<file path="src/rtl/spi_arbiter.sv">
// Two-requester arbiter sharing one SPI core, with per-requester chip selects and bursts.
// Define SPI_ARB_ROUND_ROBIN_EN for round-robin tie-breaking; otherwise req0 has fixed priority.
module spi_arbiter (
    input  logic        raw_clk,
    input  logic        reset_n,

    input  logic        req0,
    input  logic        req0_last,
    input  logic        req0_width_16,
    input  logic [15:0] req0_data,
    output logic        done0,

    input  logic        req1,
    input  logic        req1_last,
    input  logic        req1_width_16,
    input  logic [15:0] req1_data,
    output logic        done1,

    output logic [7:0]  rx_data,
    output logic        cs0_n,
    output logic        cs1_n,

    output logic        spi_start,
    output logic        spi_width_16,
    output logic [15:0] spi_data_tx,
    input  logic [7:0]  spi_data_rx,
    input  logic        spi_busy
);

    typedef enum logic [2:0] {
        StIdle,
        StCsSetup,
        StStart,
        StWaitBusy,
        StWaitDone,
        StHold,
        StCsRelease
    } state_e;

    state_e      state_q, state_d;
    logic        owner_q, owner_d;
    logic [15:0] tx_data_q, tx_data_d;
    logic        tx_w16_q, tx_w16_d;
    logic        last_q, last_d;
    logic [7:0]  rx_data_q, rx_data_d;
    logic        cs0_n_q, cs0_n_d;
    logic        cs1_n_q, cs1_n_d;
    logic        cs_active;
`ifdef SPI_ARB_ROUND_ROBIN_EN
    logic        last_owner_q, last_owner_d;
`endif

    logic        own_req;
    logic        own_last;
    logic        own_w16;
    logic [15:0] own_data;

    assign own_req  = owner_q ? req1          : req0;
    assign own_last = owner_q ? req1_last     : req0_last;
    assign own_w16  = owner_q ? req1_width_16 : req0_width_16;
    assign own_data = owner_q ? req1_data     : req0_data;

    always_comb begin
        state_d      = state_q;
        owner_d      = owner_q;
        tx_data_d    = tx_data_q;
        tx_w16_d     = tx_w16_q;
        last_d       = last_q;
        rx_data_d    = rx_data_q;
        spi_start    = 1'b0;
        spi_data_tx  = tx_data_q;
        spi_width_16 = tx_w16_q;
        done0        = 1'b0;
        done1        = 1'b0;
`ifdef SPI_ARB_ROUND_ROBIN_EN
        last_owner_d = last_owner_q;
`endif

        case (state_q)
            StIdle: begin
                // The SPI core is not reset with us, so never grant while it is still busy.
                if (!spi_busy && (req0 || req1)) begin
`ifdef SPI_ARB_ROUND_ROBIN_EN
                    owner_d = (req0 && req1) ? ~last_owner_q : ~req0;
`else
                    owner_d = ~req0;
`endif
                    state_d = StCsSetup;
                end
            end
            StCsSetup: state_d = StStart;
            StStart: begin
                tx_data_d    = own_data;
                tx_w16_d     = own_w16;
                last_d       = own_last;
                spi_start    = 1'b1;
                spi_data_tx  = own_data;
                spi_width_16 = own_w16;
                state_d      = StWaitBusy;
            end
            StWaitBusy: begin
                if (spi_busy) begin
                    state_d = StWaitDone;
                end
            end
            StWaitDone: begin
                if (!spi_busy) begin
                    rx_data_d = spi_data_rx;
                    done0     = ~owner_q;
                    done1     = owner_q;
                    state_d   = last_q ? StCsRelease : StHold;
                end
            end
            StHold: begin
                if (own_req) begin
                    state_d = StStart;
                end
            end
            StCsRelease: begin
`ifdef SPI_ARB_ROUND_ROBIN_EN
                last_owner_d = owner_q;
`endif
                state_d = StIdle;
            end
            default: state_d = StIdle;
        endcase

        // Chip selects are registered from the next state so they never glitch.
        cs_active = (state_d == StCsSetup) || (state_d == StStart) || (state_d == StWaitBusy) ||
                    (state_d == StWaitDone) || (state_d == StHold);
        cs0_n_d   = ~(cs_active && !owner_d);
        cs1_n_d   = ~(cs_active && owner_d);
    end

    always_ff @(posedge raw_clk or negedge reset_n) begin
        if (!reset_n) begin
            state_q   <= StIdle;
            owner_q   <= 1'b0;
            tx_data_q <= 16'h0000;
            tx_w16_q  <= 1'b0;
            last_q    <= 1'b0;
            rx_data_q <= 8'h00;
            cs0_n_q   <= 1'b1;
            cs1_n_q   <= 1'b1;
        end else begin
            state_q   <= state_d;
            owner_q   <= owner_d;
            tx_data_q <= tx_data_d;
            tx_w16_q  <= tx_w16_d;
            last_q    <= last_d;
            rx_data_q <= rx_data_d;
            cs0_n_q   <= cs0_n_d;
            cs1_n_q   <= cs1_n_d;
        end
    end

`ifdef SPI_ARB_ROUND_ROBIN_EN
    // Reset to 1 so the first tie after reset goes to requester 0.
    always_ff @(posedge raw_clk or negedge reset_n) begin
        if (!reset_n) begin
            last_owner_q <= 1'b1;
        end else begin
            last_owner_q <= last_owner_d;
        end
    end
`endif

    assign rx_data = rx_data_q;
    assign cs0_n   = cs0_n_q;
    assign cs1_n   = cs1_n_q;

endmodule

</file>
<file path="config.mk">
export PLATFORM = sky130hd
export DESIGN_NAME = spi_arbiter
export DESIGN_NICKNAME = d
export VERILOG_FILES = /design/src/rtl/spi_arbiter.sv
export SDC_FILE = /design/constraint.sdc
export NUM_CORES = 1
export LEC_CHECK = 0
export ABC_AREA = 1
export CORE_ASPECT_RATIO = 1.1
export CORE_MARGIN = 3
export CORE_UTILIZATION = 39
export CTS_CLUSTER_DIAMETER = 50
export DETAILED_ROUTE_END_ITERATION = 8
export GPL_TIMING_DRIVEN = 0
export PLACE_DENSITY = 0.79
export SYNTH_ARGS = -nofsm -noshare
export SYNTH_HDL_FRONTEND = slang
export SYNTH_SLANG_ARGS = --single-unit
</file>
<file path="constraint.sdc">
create_clock -name raw_clk -period 1.55 [get_ports raw_clk]
set_input_delay 0.31 -clock raw_clk [delete_from_list [all_inputs] [get_ports raw_clk]]
set_output_delay 0.31 -clock raw_clk [all_outputs]
set_load 0.01 [all_outputs]
</file>
==> results.sh, run 1 <==
export IMPL_routed_via_density=5.00
export IMPL_route_detailed_drc=0
export IMPL_fin_nets=336
export IMPL_ys_top_cells_by_area="dfrtp_1 50%, nor2_1 12%, o21a_1 9.0%, o21ai_0 7.0%, mux2_2 6.0%"
export IMPL_grt_first_pass_wirelength_mm=7.34
export IMPL_synth_top_cells_by_count="47 x nor2_1, 30 x dfrtp_1, 21 x o21ai_0, 18 x o21a_1, 14 x nand2_1"
export IMPL_start_util_pct=41.0
export IMPL_areaGrowthSynthToFinish_pct=85.0
export IMPL_relSlewSlack_pct=51.2
export IMPL_cts_max_level=2
export IMPL_yosys_warnings=0
export IMPL_wl_met2_mm=2.68
export IMPL_overflow=0
export IMPL_routed_top_layer="met4"
export IMPL_dieArea_um2=4650
export IMPL_postRouteWirelength_mm=5.20
export IMPL_ir_worst_vdd_uv=1050
export IMPL_drv_cap=0
export IMPL_fp_row_count=23
export IMPL_cts_tree="yes"
export IMPL_reg2reg_slack_ns=0.04
export IMPL_fin_setup_tns_ns=-4.92
export IMPL_min_period_ns=1.83
export IMPL_worst_ep_required_time_ns=1.24
export IMPL_antenna_found_initial=0
export IMPL_dpl_hpwl_mm=3.01
export IMPL_dr_wl_met3_um=401
export IMPL_cts_hold_buffers=0
export IMPL_synthCells=166
export IMPL_fin_cells=338
export IMPL_ys_types=17
export IMPL_crit_chain="inv_2 > nand2_4 > nor2_4 > buf_6 > buf_6 > o21ai_1 > o21a_1 > buf_2"
export IMPL_cts_root_buf="clkbuf_8"
export IMPL_rsz0062_at_grt="true"
export IMPL_syn_mean_instance_area_um2=9.09
export IMPL_hold_violations=0
export IMPL_cp_arrival_ns=1.52
export IMPL_seq_area_frac_synth_pct=53.2
export IMPL_insertedDiodeCount=0
export IMPL_synth_most_common_cell="nor2_1"
export IMPL_die_height_um=71.2
export IMPL_grt_usage_pct=20.5
export IMPL_fin_ws_ns=-0.280
export IMPL_hold_path_class="input pin to asynchronous set/reset pin"
export IMPL_drt_pass1_iterations=4
export IMPL_worst_path_max_fanout=5
export IMPL_skew_ns=0.00535
export IMPL_p_leak_nw=1.24
export IMPL_setup_viol=20
export IMPL_io_buffers=78
export IMPL_r2r_end="cs0_n"
export IMPL_slew_viol_final=0
export IMPL_synth_area_um2=1510
export IMPL_violations="setup timing"
export IMPL_p_per_area_nw_per_um2=2150
export IMPL_synth_seq_cells=32
export IMPL_synth_main_ff_cell="dfrtp_1"
export IMPL_max_stage_delay_ns=0.40
export IMPL_async_flop_share_pct=100
export IMPL_ant_nets=0
export IMPL_numCtsBuffers=5
export IMPL_die_w_um=65.3
export IMPL_max_freq_mhz=547
export IMPL_hold_slack_ns=0.0847
export IMPL_fillCellCount=268
export IMPL_coreArea_um2=3680
export IMPL_wl_per_cell_um=15.4
export IMPL_worstMarginPinSlew_ns=0.732
export IMPL_clock_sinks=32
export IMPL_grt_start_max_net_pins=33
export IMPL_fin_util_pct=75.8
export IMPL_cp_endpoint="spi_data_tx[11]"
export IMPL_grt_pass1_vias=1600
export IMPL_crit_top_cell="buf_6"
export IMPL_drt_iter0_drc=76
export IMPL_clk_pin_slew_ns=0.07
export IMPL_synth_fp_nets=215
export IMPL_clock_path_buffers=2
export IMPL_insertion_delay_ns=0.28
export IMPL_crit_type="register to output port"
export IMPL_end_kind="output port"
export IMPL_dp_cells=294
export IMPL_drive_above_1_share_pct=37.5
export IMPL_regToRegStartpoint="state_q[2]"
export IMPL_synth_largest_area_cell="dfrtp_1"
export IMPL_synth_edf_count=0
export IMPL_startpoint_type="register"
export IMPL_crit_start="state_q[2]"
export IMPL_r2r_cells=11
export IMPL_ios=79
export IMPL_gp_congestion=0.765
export IMPL_wl_met1_mm=1.97
export IMPL_vias=1689
export IMPL_post_route_period_util_pct=118
export IMPL_status="finished, violations left"
export IMPL_cp_slowest_cell="dfrtp_1"
export IMPL_synth_top_area_share_pct=49.8
[layout by cell type, fill, tap and decap left out, types with 2 or more instances in the layout]
cell type / n
dfrtp_1: 29
buf_2: 17
dfstp_2: 2
o21ai_0: 7
o21ai_1: 2
clkdlybuf4s50_1: 55
clkbuf_1: 2
nor2_1: 42
mux2_2: 8
nand3_1: 4
nor2_2: 4
dlygate4sd2_1: 2
nand2_1: 13
nor2_4: 3
buf_6: 13
o21a_1: 18
inv_1: 5
buf_4: 30
nand2_4: 2
nand2_2: 2
inv_2: 3
o21ai_2: 12
clkbuf_8: 7
[critical path, delay by kind of cell (launching register included)]
kind | cells | cell delay (ns)
compound gates | 2 | 0.18
buf+inv | 4 | 0.49
flops | 1 | 0.40
simple gates | 2 | 0.18
[sequential cells by signal, indices dropped and copies added, names as in the netlist]
signal	count
cs0_n	1
owner_q	1
tx_data_q	16
tx_w16_q	1
last_q	1
state_q	3
rx_data	8
cs1_n	1
[routing by layer]
metal  global-route usage, %  vias to the layer above
li1                        -                      786
met5                       0                        -
met1                    24.7                      798
met2                    35.0                       88
met3                    5.96                       17
met4                    6.91                        0
[worst min path at each step]
stage	from	to	slack (ns)
after floorplan	reset_n	last_q	0.01
after global routing	reset_n	tx_data_q[6]	0.14
after detailed placement	reset_n	tx_data_q[12]	0.41
final	reset_n	tx_data_q[8]	0.08
after CTS	reset_n	tx_data_q[6]	0.1
after global placement	tx_data_q[8]	tx_data_q[8]	0.47
[kinds of logic (layout without fill, tap and decap cells)]
group	count (synthesis)	in the layout	share of synthesized area (%)
buffers and inverters	15	137	4.56
multiplexers	8	8	5.97
flip-flops	32	32	53.2
AND/OR/NAND/NOR	72	72	20.3
AO/OA/AOI/OAI	39	39	15.9
[final cells by class]
class | count | area, µm² | share of cell area (%)
plain buffers | 7 | 85.1 | 3.05
clock buffers | 8 | 90.1 | 3.23
inverters | 8 | 30.0 | 1.08
multi-input cells | 119 | 712 | 25.5
flip-flops and latches | 32 | 805 | 28.8
well taps | 50 | 62.6 | 2.24
repair buffers | 114 | 1010 | 36.1
[what timing repair did]
action,in CTS,in global routing
pin swaps,9,4
gates resized for setup,128,14
setup endpoints to repair,22,22
setup buffers,22,12
cloned,2,0
[stage by stage]
step / power [mW] / cell area, µm² / setup slack, ns
final: 6.01 / 2790 / -0.280
after global routing: 6.36 / 2790 / -0.355
after CTS: 5.46 / 2640 / -0.266
after detailed placement: 4.26 / 2350 / -0.614
after global placement: 4.20 / 2350 / -0.588
after floorplan: 2.86 / 1510 / 0.125
[power breakdown]
part           internal, mW  switching, mW  leakage [nW]
clock network         0.362          0.297        0.0455
registers              1.26          0.186         0.363
logic                  2.11           1.79         0.833
total                  3.74           2.27          1.24
Note: power is estimated with default switching activity, not from simulation.
==> run 2: changes to the inputs <==
--- a/config.mk
+++ b/config.mk
@@ -6,13 +6,17 @@
 export NUM_CORES = 1
 export LEC_CHECK = 0
 export ABC_AREA = 1
+export CAP_MARGIN = 20
+export CELL_PAD_IN_SITES_DETAIL_PLACEMENT = 0
+export CELL_PAD_IN_SITES_GLOBAL_PLACEMENT = 2
 export CORE_ASPECT_RATIO = 1.1
 export CORE_MARGIN = 3
-export CORE_UTILIZATION = 39
+export CORE_UTILIZATION = 21
 export CTS_CLUSTER_DIAMETER = 50
 export DETAILED_ROUTE_END_ITERATION = 8
 export GPL_TIMING_DRIVEN = 0
-export PLACE_DENSITY = 0.79
+export PLACE_DENSITY_LB_ADDON = 0.1
 export SYNTH_ARGS = -nofsm -noshare
 export SYNTH_HDL_FRONTEND = slang
 export SYNTH_SLANG_ARGS = --single-unit
+export TNS_END_PERCENT = 10
==> run 2 against run 1 <==
The flow still finishes with violations (setup timing). Register-to-register slack improved by 0.03 ns. Utilization is 35 points lower. Total power is 4.6% lower. Final cell count up 8.9%. Cell area decreased by 0.94%. Setup slack worse by 0.086 ns. Critical endpoint is now spi_data_tx[2]. Flip-flop and latch count did not move. Clock power rose by 2%. Combinational power is 7.4% lower. Maximum frequency shrank 4.5%. Critical path depth stayed put. Clock-buffer cell count unchanged.
==> results.sh, run 2 (same netlist as run 1, synthesis figures left out) <==
export IMPL_status="finished, violations left"
export IMPL_violations="setup timing"
export IMPL_drt_iter0_drc=52
export IMPL_postRouteWirelength_mm=5.16
export IMPL_dp_cells=326
export IMPL_fin_util_pct=40.7
export IMPL_grt_usage_pct=13.1
export IMPL_fin_area_um2=2770
export IMPL_wl_met2_mm=2.50
export IMPL_io_buffers=78
export IMPL_max_freq_mhz=522
export IMPL_hold_path_class="input pin to asynchronous set/reset pin"
export IMPL_power_mw=5.73
export IMPL_setup_viol=20
export IMPL_grt_first_pass_wirelength_mm=8.07
export IMPL_startpoint_type="register"
export IMPL_ios=79
export IMPL_r2r_end="last_q"
export IMPL_skew_ns=0.0109
export IMPL_layout_common_cells="55 x clkdlybuf4s50_1, 47 x nor2_1, 28 x dfrtp_1, 25 x buf_4, 20 x buf_6"
export IMPL_post_route_period_util_pct=124
export IMPL_insertion_delay_ns=0.29
export IMPL_cts_tree="yes"
export IMPL_clock_path_buffers=2
export IMPL_largest_reg_flops=16
export IMPL_postPlaceCellArea_um2=2390
export IMPL_dr_wl_met3_um=348
export IMPL_drt_pass1_iterations=4
export IMPL_clock_sinks=32
export IMPL_worst_ep_required_time_ns=1.24
export IMPL_dpl_hpwl_mm=3.40
export IMPL_final_common_cell="clkdlybuf4s50_1"
export IMPL_worst_path_max_fanout=5
export IMPL_r2r_cells=8
export IMPL_worstMarginPinSlew_ns=0.754
export IMPL_end_kind="output port"
export IMPL_ant_nets=0
export IMPL_p_per_area_nw_per_um2=2070
export IMPL_routed_top_layer="met4"
export IMPL_antenna_found_initial=0
export IMPL_die_height_um=94.9
export IMPL_overflow=0
export IMPL_fp_row_count=31
export IMPL_cts_root_buf="clkbuf_8"
export IMPL_cp_endpoint="spi_data_tx[2]"
export IMPL_slew_viol_final=0
export IMPL_cp_arrival_ns=1.61
export IMPL_cts_max_level=2
export IMPL_routed_via_density=4.21
export IMPL_clk_pin_slew_ns=0.07
export IMPL_p_leak_nw=1.22
export IMPL_drv_cap=0
export IMPL_wl_met1_mm=2.24
export IMPL_reg2reg_slack_ns=0.07
export IMPL_die_w_um=86.8
export IMPL_relSlewSlack_pct=49.7
export IMPL_insertedDiodeCount=0
export IMPL_min_period_ns=1.92
export IMPL_crit_type="register to output port"
export IMPL_top_register="tx_data_q"
export IMPL_wl_per_cell_um=14.0
export IMPL_drive_above_1_share_pct=32.5
export IMPL_fin_ws_ns=-0.366
export IMPL_areaGrowthSynthToFinish_pct=83.3
export IMPL_grt_start_max_net_pins=33
export IMPL_rsz0062_at_grt="true"
export IMPL_crit_start="state_q[2]"
export IMPL_hold_violations=0
export IMPL_regToRegStartpoint="state_q[1]"
export IMPL_fin_nets=334
export IMPL_grt_pass1_vias=1631
export IMPL_hold_slack_ns=0.0860
export IMPL_gp_congestion=0.681
export IMPL_start_util_pct=22.2
export IMPL_dieArea_um2=8240
export IMPL_fin_cells=368
export IMPL_numCtsBuffers=5
export IMPL_coreArea_um2=6790
export IMPL_vias=1550
export IMPL_ir_worst_vdd_uv=743
export IMPL_route_detailed_drc=0
==> run 2: worst min-delay path by stage <==
stage,start,end,depth (start not counted)
final,reset_n,tx_data_q[15],1
after floorplan,reset_n,last_q,0
after detailed placement,reset_n,tx_data_q[7],1
after CTS,reset_n,tx_data_q[15],1
after global placement,tx_data_q[8],tx_data_q[8],1
after global routing,reset_n,tx_data_q[15],1
==> run 2: what timing repair did <==
action | CTS | global route
buffers inserted | 33 | 1
pin swaps | 4 | 3
gates resized for setup | 123 | 7
cloned | 1 | 0
endpoints found under the setup margin | 22 | 20
hold buffers | 0 | 0
==> run 2: critical path: stages (launching register included) <==
cell and delay (ns):
dfrtp_1 0.39, inv_2 0.07, nand2_2 0.06, nor2_4 0.19, buf_6 0.16, buf_6 0.10, buf_6 0.08, o21a_1 0.12
buf_2 0.14
==> run 2: metal layers <==
metal / vias up / global-route usage (%)
li1: 781 / -
met1: 715 / 16.2
met2: 47 / 21.7
met3: 7 / 4.01
met4: 0 / 3.90
met5: - / 0
==> run 2: cell type report <==
cell class	count	area [µm²]
Tap cell	82	103
Multi-Input combinational cell	119	656
Fill cell	694	4020
Inverter	8	30.0
Clock buffer	8	90.1
Sequential cell	32	806
Timing Repair Buffer	112	1000
Buffer	7	81.3
==> run 2: power breakdown <==
| group | switching, mW | internal [mW] | total, mW |
|---|---|---|---|
| combinational | 1.60 | 2.01 | 3.61 |
| sequential | 0.182 | 1.26 | 1.44 |
| clock | 0.313 | 0.362 | 0.675 |
| total | 2.10 | 3.63 | 5.73 |
==> run 2: metrics by stage <==
| stage | worst slack (ns) | TNS (ns) |
|---|---|---|
| after floorplan | 0.125 | 0 |
| after global placement | -0.642 | -31.05 |
| after detailed placement | -0.633 | -11.90 |
| after CTS | -0.396 | -6.51 |
| after global routing | -0.462 | -7.55 |
| final | -0.366 | -5.71 |
